<file path="src/rtl/loan_io_uart.sv">
// 8N1 UART on the HPS loan-I/O bus: loan line 49 is RX, loan line 50 is TX.
// Bytes are exchanged with the AES datapath over valid/ready streams.
module loan_io_uart #(
  parameter int CLK_HZ       = 50000000,
  parameter int BAUD         = 115200,
  parameter int CLKS_PER_BIT = CLK_HZ / BAUD
) (
  input  logic        clk,
  input  logic        reset_n,
  input  logic [66:0] loan_io_in,
  output logic [66:0] loan_io_out,
  output logic [66:0] loan_io_oe,
  input  logic [7:0]  tx_data,
  input  logic        tx_valid,
  output logic        tx_ready,
  output logic [7:0]  rx_data,
  output logic        rx_valid,
  input  logic        rx_ready,
  output logic        rx_frame_err,
  output logic        rx_overrun
);

  localparam int            CW        = $clog2(CLKS_PER_BIT);
  localparam logic [CW-1:0] BIT_LAST  = CW'(CLKS_PER_BIT - 1);
  localparam logic [CW-1:0] HALF_LAST = CW'(CLKS_PER_BIT / 2 - 1);
  localparam logic [CW-1:0] CNT_ONE   = CW'(1);
  localparam logic [CW-1:0] CNT_ZERO  = {CW{1'b0}};

  typedef enum logic [1:0] {
    TX_IDLE  = 2'd0,
    TX_START = 2'd1,
    TX_DATA  = 2'd2,
    TX_STOP  = 2'd3
  } tx_state_t;

  typedef enum logic [2:0] {
    RX_IDLE      = 3'd0,
    RX_START     = 3'd1,
    RX_DATA      = 3'd2,
    RX_STOP      = 3'd3,
    RX_WAIT_HIGH = 3'd4
  } rx_state_t;

  tx_state_t     tx_state_r, tx_state_s;
  logic [CW-1:0] tx_cnt_r, tx_cnt_s;
  logic [2:0]    tx_bit_r, tx_bit_s;
  logic [7:0]    tx_shift_r, tx_shift_s;
  logic          tx_line_r, tx_line_s;
  logic          tx_ready_r, tx_ready_s;

  rx_state_t     rx_state_r, rx_state_s;
  logic [CW-1:0] rx_cnt_r, rx_cnt_s;
  logic [2:0]    rx_bit_r, rx_bit_s;
  logic [7:0]    rx_shift_r, rx_shift_s;
  logic [7:0]    rx_data_r, rx_data_s;
  logic          rx_valid_r, rx_valid_s;
  logic          rx_err_r, rx_err_s;
  logic          rx_ovr_r, rx_ovr_s;
  logic          sync1_r, rxs_r, rxs_prev_r;

  logic          unused_loan_in_s;

  assign unused_loan_in_s = ^{loan_io_in[66:50], loan_io_in[48:0]};

  assign loan_io_out  = {16'h0000, tx_line_r, 50'h0};
  assign loan_io_oe   = 67'h0_0004_0000_0000_0000;
  assign tx_ready     = tx_ready_r;
  assign rx_data      = rx_data_r;
  assign rx_valid     = rx_valid_r;
  assign rx_frame_err = rx_err_r;
  assign rx_overrun   = rx_ovr_r;

  // TX state register; the line idles high so reset drives it to 1.
  always_ff @(posedge clk or negedge reset_n) begin
    if (!reset_n) begin
      tx_state_r <= TX_IDLE;
      tx_cnt_r   <= CNT_ZERO;
      tx_bit_r   <= 3'd0;
      tx_shift_r <= 8'h00;
      tx_line_r  <= 1'b1;
      tx_ready_r <= 1'b1;
    end else begin
      tx_state_r <= tx_state_s;
      tx_cnt_r   <= tx_cnt_s;
      tx_bit_r   <= tx_bit_s;
      tx_shift_r <= tx_shift_s;
      tx_line_r  <= tx_line_s;
      tx_ready_r <= tx_ready_s;
    end
  end

  // TX next state: the line value is computed one cycle ahead and registered.
  always_comb begin
    tx_state_s = tx_state_r;
    tx_cnt_s   = tx_cnt_r;
    tx_bit_s   = tx_bit_r;
    tx_shift_s = tx_shift_r;
    tx_line_s  = tx_line_r;
    case (tx_state_r)
      TX_IDLE: begin
        if (tx_valid && tx_ready_r) begin
          tx_state_s = TX_START;
          tx_cnt_s   = CNT_ZERO;
          tx_shift_s = tx_data;
          tx_line_s  = 1'b0;
        end else begin
          tx_line_s  = 1'b1;
        end
      end
      TX_START: begin
        if (tx_cnt_r == BIT_LAST) begin
          tx_state_s = TX_DATA;
          tx_cnt_s   = CNT_ZERO;
          tx_bit_s   = 3'd0;
          tx_line_s  = tx_shift_r[0];
          tx_shift_s = {1'b0, tx_shift_r[7:1]};
        end else begin
          tx_cnt_s   = tx_cnt_r + CNT_ONE;
        end
      end
      TX_DATA: begin
        if (tx_cnt_r == BIT_LAST) begin
          tx_cnt_s = CNT_ZERO;
          if (tx_bit_r == 3'd7) begin
            tx_state_s = TX_STOP;
            tx_line_s  = 1'b1;
          end else begin
            tx_bit_s   = tx_bit_r + 3'd1;
            tx_line_s  = tx_shift_r[0];
            tx_shift_s = {1'b0, tx_shift_r[7:1]};
          end
        end else begin
          tx_cnt_s = tx_cnt_r + CNT_ONE;
        end
      end
      TX_STOP: begin
        if (tx_cnt_r == BIT_LAST) begin
          tx_state_s = TX_IDLE;
          tx_cnt_s   = CNT_ZERO;
        end else begin
          tx_cnt_s   = tx_cnt_r + CNT_ONE;
        end
      end
      default: begin
        tx_state_s = TX_IDLE;
        tx_line_s  = 1'b1;
      end
    endcase
    tx_ready_s = (tx_state_s == TX_IDLE);
  end

  // RX synchroniser, edge-detect history and RX state register.
  always_ff @(posedge clk or negedge reset_n) begin
    if (!reset_n) begin
      sync1_r    <= 1'b1;
      rxs_r      <= 1'b1;
      rxs_prev_r <= 1'b1;
      rx_state_r <= RX_IDLE;
      rx_cnt_r   <= CNT_ZERO;
      rx_bit_r   <= 3'd0;
      rx_shift_r <= 8'h00;
      rx_data_r  <= 8'h00;
      rx_valid_r <= 1'b0;
      rx_err_r   <= 1'b0;
      rx_ovr_r   <= 1'b0;
    end else begin
      sync1_r    <= loan_io_in[49];
      rxs_r      <= sync1_r;
      rxs_prev_r <= rxs_r;
      rx_state_r <= rx_state_s;
      rx_cnt_r   <= rx_cnt_s;
      rx_bit_r   <= rx_bit_s;
      rx_shift_r <= rx_shift_s;
      rx_data_r  <= rx_data_s;
      rx_valid_r <= rx_valid_s;
      rx_err_r   <= rx_err_s;
      rx_ovr_r   <= rx_ovr_s;
    end
  end

  // RX next state: a load in the same cycle as a consume keeps rx_valid set.
  always_comb begin
    rx_state_s = rx_state_r;
    rx_cnt_s   = rx_cnt_r;
    rx_bit_s   = rx_bit_r;
    rx_shift_s = rx_shift_r;
    rx_data_s  = rx_data_r;
    rx_err_s   = 1'b0;
    rx_ovr_s   = 1'b0;
    if (rx_valid_r && rx_ready) begin
      rx_valid_s = 1'b0;
    end else begin
      rx_valid_s = rx_valid_r;
    end
    case (rx_state_r)
      RX_IDLE: begin
        if (rxs_prev_r && !rxs_r) begin
          rx_state_s = RX_START;
          rx_cnt_s   = CNT_ZERO;
        end else begin
          rx_state_s = RX_IDLE;
        end
      end
      RX_START: begin
        if (rx_cnt_r == HALF_LAST) begin
          rx_cnt_s = CNT_ZERO;
          rx_bit_s = 3'd0;
          if (rxs_r) begin
            rx_state_s = RX_IDLE;
          end else begin
            rx_state_s = RX_DATA;
          end
        end else begin
          rx_cnt_s = rx_cnt_r + CNT_ONE;
        end
      end
      RX_DATA: begin
        if (rx_cnt_r == BIT_LAST) begin
          rx_cnt_s   = CNT_ZERO;
          rx_shift_s = {rxs_r, rx_shift_r[7:1]};
          if (rx_bit_r == 3'd7) begin
            rx_state_s = RX_STOP;
          end else begin
            rx_bit_s   = rx_bit_r + 3'd1;
          end
        end else begin
          rx_cnt_s = rx_cnt_r + CNT_ONE;
        end
      end
      RX_STOP: begin
        if (rx_cnt_r == BIT_LAST) begin
          rx_cnt_s = CNT_ZERO;
          if (rxs_r) begin
            rx_state_s = RX_IDLE;
            if (!rx_valid_r || rx_ready) begin
              rx_data_s  = rx_shift_r;
              rx_valid_s = 1'b1;
            end else begin
              rx_ovr_s   = 1'b1;
            end
          end else begin
            rx_err_s   = 1'b1;
            rx_state_s = RX_WAIT_HIGH;
          end
        end else begin
          rx_cnt_s = rx_cnt_r + CNT_ONE;
        end
      end
      RX_WAIT_HIGH: begin
        if (rxs_r) begin
          rx_state_s = RX_IDLE;
        end else begin
          rx_state_s = RX_WAIT_HIGH;
        end
      end
      default: begin
        rx_state_s = RX_IDLE;
      end
    endcase
  end

endmodule

</file>
<file path="config.mk">
export PLATFORM = sky130hd
export DESIGN_NAME = loan_io_uart
export DESIGN_NICKNAME = d
export VERILOG_FILES = /design/src/rtl/loan_io_uart.sv
export SDC_FILE = /design/constraint.sdc
export NUM_CORES = 1
export LEC_CHECK = 0
export ABC_AREA = 1
export CORE_AREA = 2 2 112 114
export CTS_CLUSTER_DIAMETER = 50
export DETAILED_ROUTE_END_ITERATION = 7
export DIE_AREA = 0 0 114 116
export GPL_ROUTABILITY_DRIVEN = 0
export GPL_TIMING_DRIVEN = 0
export PLACE_DENSITY = 0.8
export SYNTH_ARGS = -nofsm -noshare
export SYNTH_HDL_FRONTEND = slang
export SYNTH_SLANG_ARGS = --single-unit
</file>
<file path="constraint.sdc">
create_clock -name clk -period 1.52 [get_ports clk]
set_input_delay 0.38 -clock clk [delete_from_list [all_inputs] [get_ports clk]]
set_output_delay 0.38 -clock clk [all_outputs]
set_load 0.01 [all_outputs]
</file>
==> results.md <==
* Run status: complete, but fails checks
* Failing checks: negative setup slack
* CP max stage delay at 0.41 ns
* Post-Synthesis Cells at ~520
* Cell count after placement at 824
* Inserted Clock Buffers at 9
* Leakage at 3.319 nW
* CP max-delay cell: dfrtp_1
* Vias in the first global route at ~3000
* Via density at roughly 4
* Final std cells w/o fill at 860
* Crit start category: register
* Initial DRC Count at between 100 and 150
* Worst vdd ir at 468.9 uV
* CP endpoint kind: register
* Fin crit period at 1.560 ns
* Seq/Total Area, Yosys at 0.3625
* Top fanout value on the critical path at 7
* Placed cell area at 5196 um^2
* Area grow syn2layout at 39.09%
* Drt drc at 0
* FF+latch count, synth at around 60
* CP Data Arrival Time at 1.81 ns
* Port Buf Inserts at 25
* Flop pwr share at 0.376
* Internal Pwr Total at approximately 3.6 mW
* FILL cells at 1118
* Clock power share at 0.395
* Unrepaired setup endpoints after global routing: yes
* Syn_area_per_cell at 8.146 um^2
* WS Path Type: register to register
* Crit path cell chain: buf_6 -> ha_4 -> nor2_4 -> inv_2 -> nand2_4 -> nand2_8 -> nor2_4 -> buf_6 -> nand2_1 -> o21ai_1
* Pwr Total at 5.167 mW
* Largest net degree at the start of global routing at 35
* Max_cap viols at 0
* Skew final at 0.006895 ns
* Commonest non-fill, non-tap cell in the layout: buf_4
* Multi-input logic area at 2201 um^2
* Comb power frac at 0.229
* First-pass GRT wire length at 12.83 mm
* Die W at about 110 um
* Share of cells above drive strength 1 at 0.3661
* YS warnings at 0
* Count of different cell masters after synthesis at 38
* Post-Layout Inst Area at 5881 um^2
* Boundary pin count at ~230
* Ant diodes at 0
* Most frequent cells in the layout: buf_4, conb_1, nand2_1, dfrtp_1, inv_1
* Fin Hold WS at 0.3640 ns
* Pwr dens at a little under 900 nW/um^2
* Net Sw Frac at 0.3018
* Clock slew at reported path FFs at 0.06 ns
* Initial antenna violation count at 0
* Final-report hold violation count at 0
* Syn Std Cell Area at 4228 um^2
* Required time of the critical path at 1.77 ns
* Post-DR wirelength/cell at 9.601 um
* Final ANT Viol Nets at 0
* DR pass1 iterations at 4
* Core ar. at 11910 um^2
* Final setup fails at 6
* Final wirelength at 8.257 mm
* Fmax achieved at between 600 and 700 MHz
* Max H-tree Level at 3
* Pins over their slew limit at 0
* Switching pwr at 1.559 mW
* Register area at 1534 um^2
* Rows at 40
* Max Root-Sink Buffers at 2
* Final net count at 800
* Die ar. at 13220 um^2
* Final TNS setup at -0.05380 ns
* Detail Placement HPWL at ~5.9 mm
* Total number of vias at 3360
* Hold crit path type: register to register
* Total track usage at 0.1173
* Final setup margin at -0.03958 ns
* Die Span Y at 116 um
* Period utilization at 1.026
* Root Driver: clkbuf_16
* Latest clock arrival within the worst-skew pair at 0.33 ns
* CTS tree: done
* Starting density of the core at 0.3549
* GRT Residual Overflow at 0
* Clk sinks at 61
[power by group through the flow]
stage | combinational, mW | sequential (mW) | clock, mW
floorplan | 0.871 | 1.91 | 0
global placement | 0.993 | 1.95 | 0
detailed placement | 1.03 | 1.95 | 0
CTS | 1.11 | 1.94 | 2.07
global route | 1.34 | 1.96 | 2.15
finish | 1.18 | 1.95 | 2.04
[layout make-up]
type	instances	area share
flip-flops and latches	61	0.2609
multi-input cells	404	0.3743
repair buffers	48	0.07681
inverters	47	0.03128
clock inverters	6	0.01064
plain buffers	137	0.1743
well taps	147	0.03128
clock buffers	10	0.04064
[state kept, by name, summed over array words and instances, names as in the netlist, 2 cells and up]
name / cells
rx_bit_r: 3
rx_cnt_r: 9
tx_bit_r: 3
rx_state_r: 3
rx_shift_r: 8
rx_data: 8
tx_cnt_r: 9
tx_shift_r: 8
tx_state_r: 2
[cells in the mapped netlist, drive strengths merged]
| cell type | instances | area share |
|---|---|---|
| xor2 | 4 | 0.0083 |
| nor2 | 31 | 0.042 |
| o21bai | 1 | 0.0027 |
| dfrtp | 56 | 0.33 |
| ha | 13 | 0.038 |
| or2 | 2 | 0.0030 |
| xnor2 | 1 | 0.0021 |
| a22oi | 1 | 0.0018 |
| a31oi | 1 | 0.0015 |
| clkbuf | 2 | 0.0018 |
| o22ai | 8 | 0.012 |
| inv | 46 | 0.041 |
| buf | 136 | 0.24 |
| dfstp | 5 | 0.031 |
| conb | 2 | 0.0018 |
| nand2 | 137 | 0.13 |
| nand4 | 13 | 0.019 |
| a41oi | 1 | 0.0021 |
| o21ai | 29 | 0.034 |
| nor3 | 7 | 0.015 |
| nand3 | 18 | 0.025 |
| a21oi | 4 | 0.0074 |
| clkinv | 1 | 0.00089 |
[metrics by stage]
stage          setup WS, ns  utilization
6_report           -0.03958       0.4937
5_1_grt             -0.1292       0.4937
4_1_cts            -0.04225       0.4741
3_5_place_dp        -0.4934       0.4362
3_3_place_gp         -1.894       0.4327
2_1_floorplan       0.01014            -
[worst paths after layout]
| kind | start | cells past startpoint | endpoint | slack (ns) |
|---|---|---|---|---|
| worst max-delay path | tx_state_r[1]$_DFF_PN0_ | 10 | tx_shift_r[0]$_DFFE_PN0P_ | -0.04 |
| worst min-delay path | sync1_r$_DFF_PN1_ | 0 | rxs_r$_DFF_PN1_ | 0.36 |
| worst max register to register | tx_state_r[1]$_DFF_PN0_ | 10 | tx_shift_r[0]$_DFFE_PN0P_ | -0.04 |
| worst min register to register | sync1_r$_DFF_PN1_ | 0 | rxs_r$_DFF_PN1_ | 0.36 |
| max in group asynchronous | reset_n | 4 | rxs_r$_DFF_PN1_ | 0.37 |
| min in group asynchronous | reset_n | 2 | tx_cnt_r[2]$_DFFE_PN0P_ | 0.44 |
[routing by layer]
layer / vias up / part of all wire / GRT usage
met1: 1488 / 0.40 / 0.1293
met2: 109 / 0.53 / 0.2187
met3: 9 / 0.066 / 0.03818
li1: 1754 / - / -
met4: 0 / 0.0082 / 0.02846
met5: - / 0 / 0
[cells by family (layout without fill, tap and decap cells)]
family / after synthesis / in the layout / synth area share
AND/OR/NAND/NOR: 208 / 208 / 0.2394
buffers and inverters: 185 / 248 / 0.2859
flip-flops: 61 / 61 / 0.3625
AO/OA/AOI/OAI: 45 / 45 / 0.06156
adder cells (fa/ha/maj): 13 / 13 / 0.03847
XOR/XNOR: 5 / 5 / 0.01036
other: 2 / 133 / 0.001776
[worst max-delay path, delay by kind of cell, from the launching register on]
| kind | cells | cell delay, ns |
|---|---|---|
| flops | 1 | 0.41 |
| compound gates | 1 | 0.07 |
| buf+inv | 3 | 0.34 |
| simple gates | 5 | 0.48 |
| fa+ha+maj | 1 | 0.17 |
[timing repair]
action | 4_1_cts | 5_1_grt
gates resized for setup | 36 | 53
endpoints found under the hold margin | 5 | 0
endpoints found under the setup margin | 47 | 50
pin swaps | 7 | 20
buffers inserted | 9 | 10
gates cloned | 0 | 1
hold buffers | 1 | 0
Note: power is estimated with default switching activity, not from simulation.
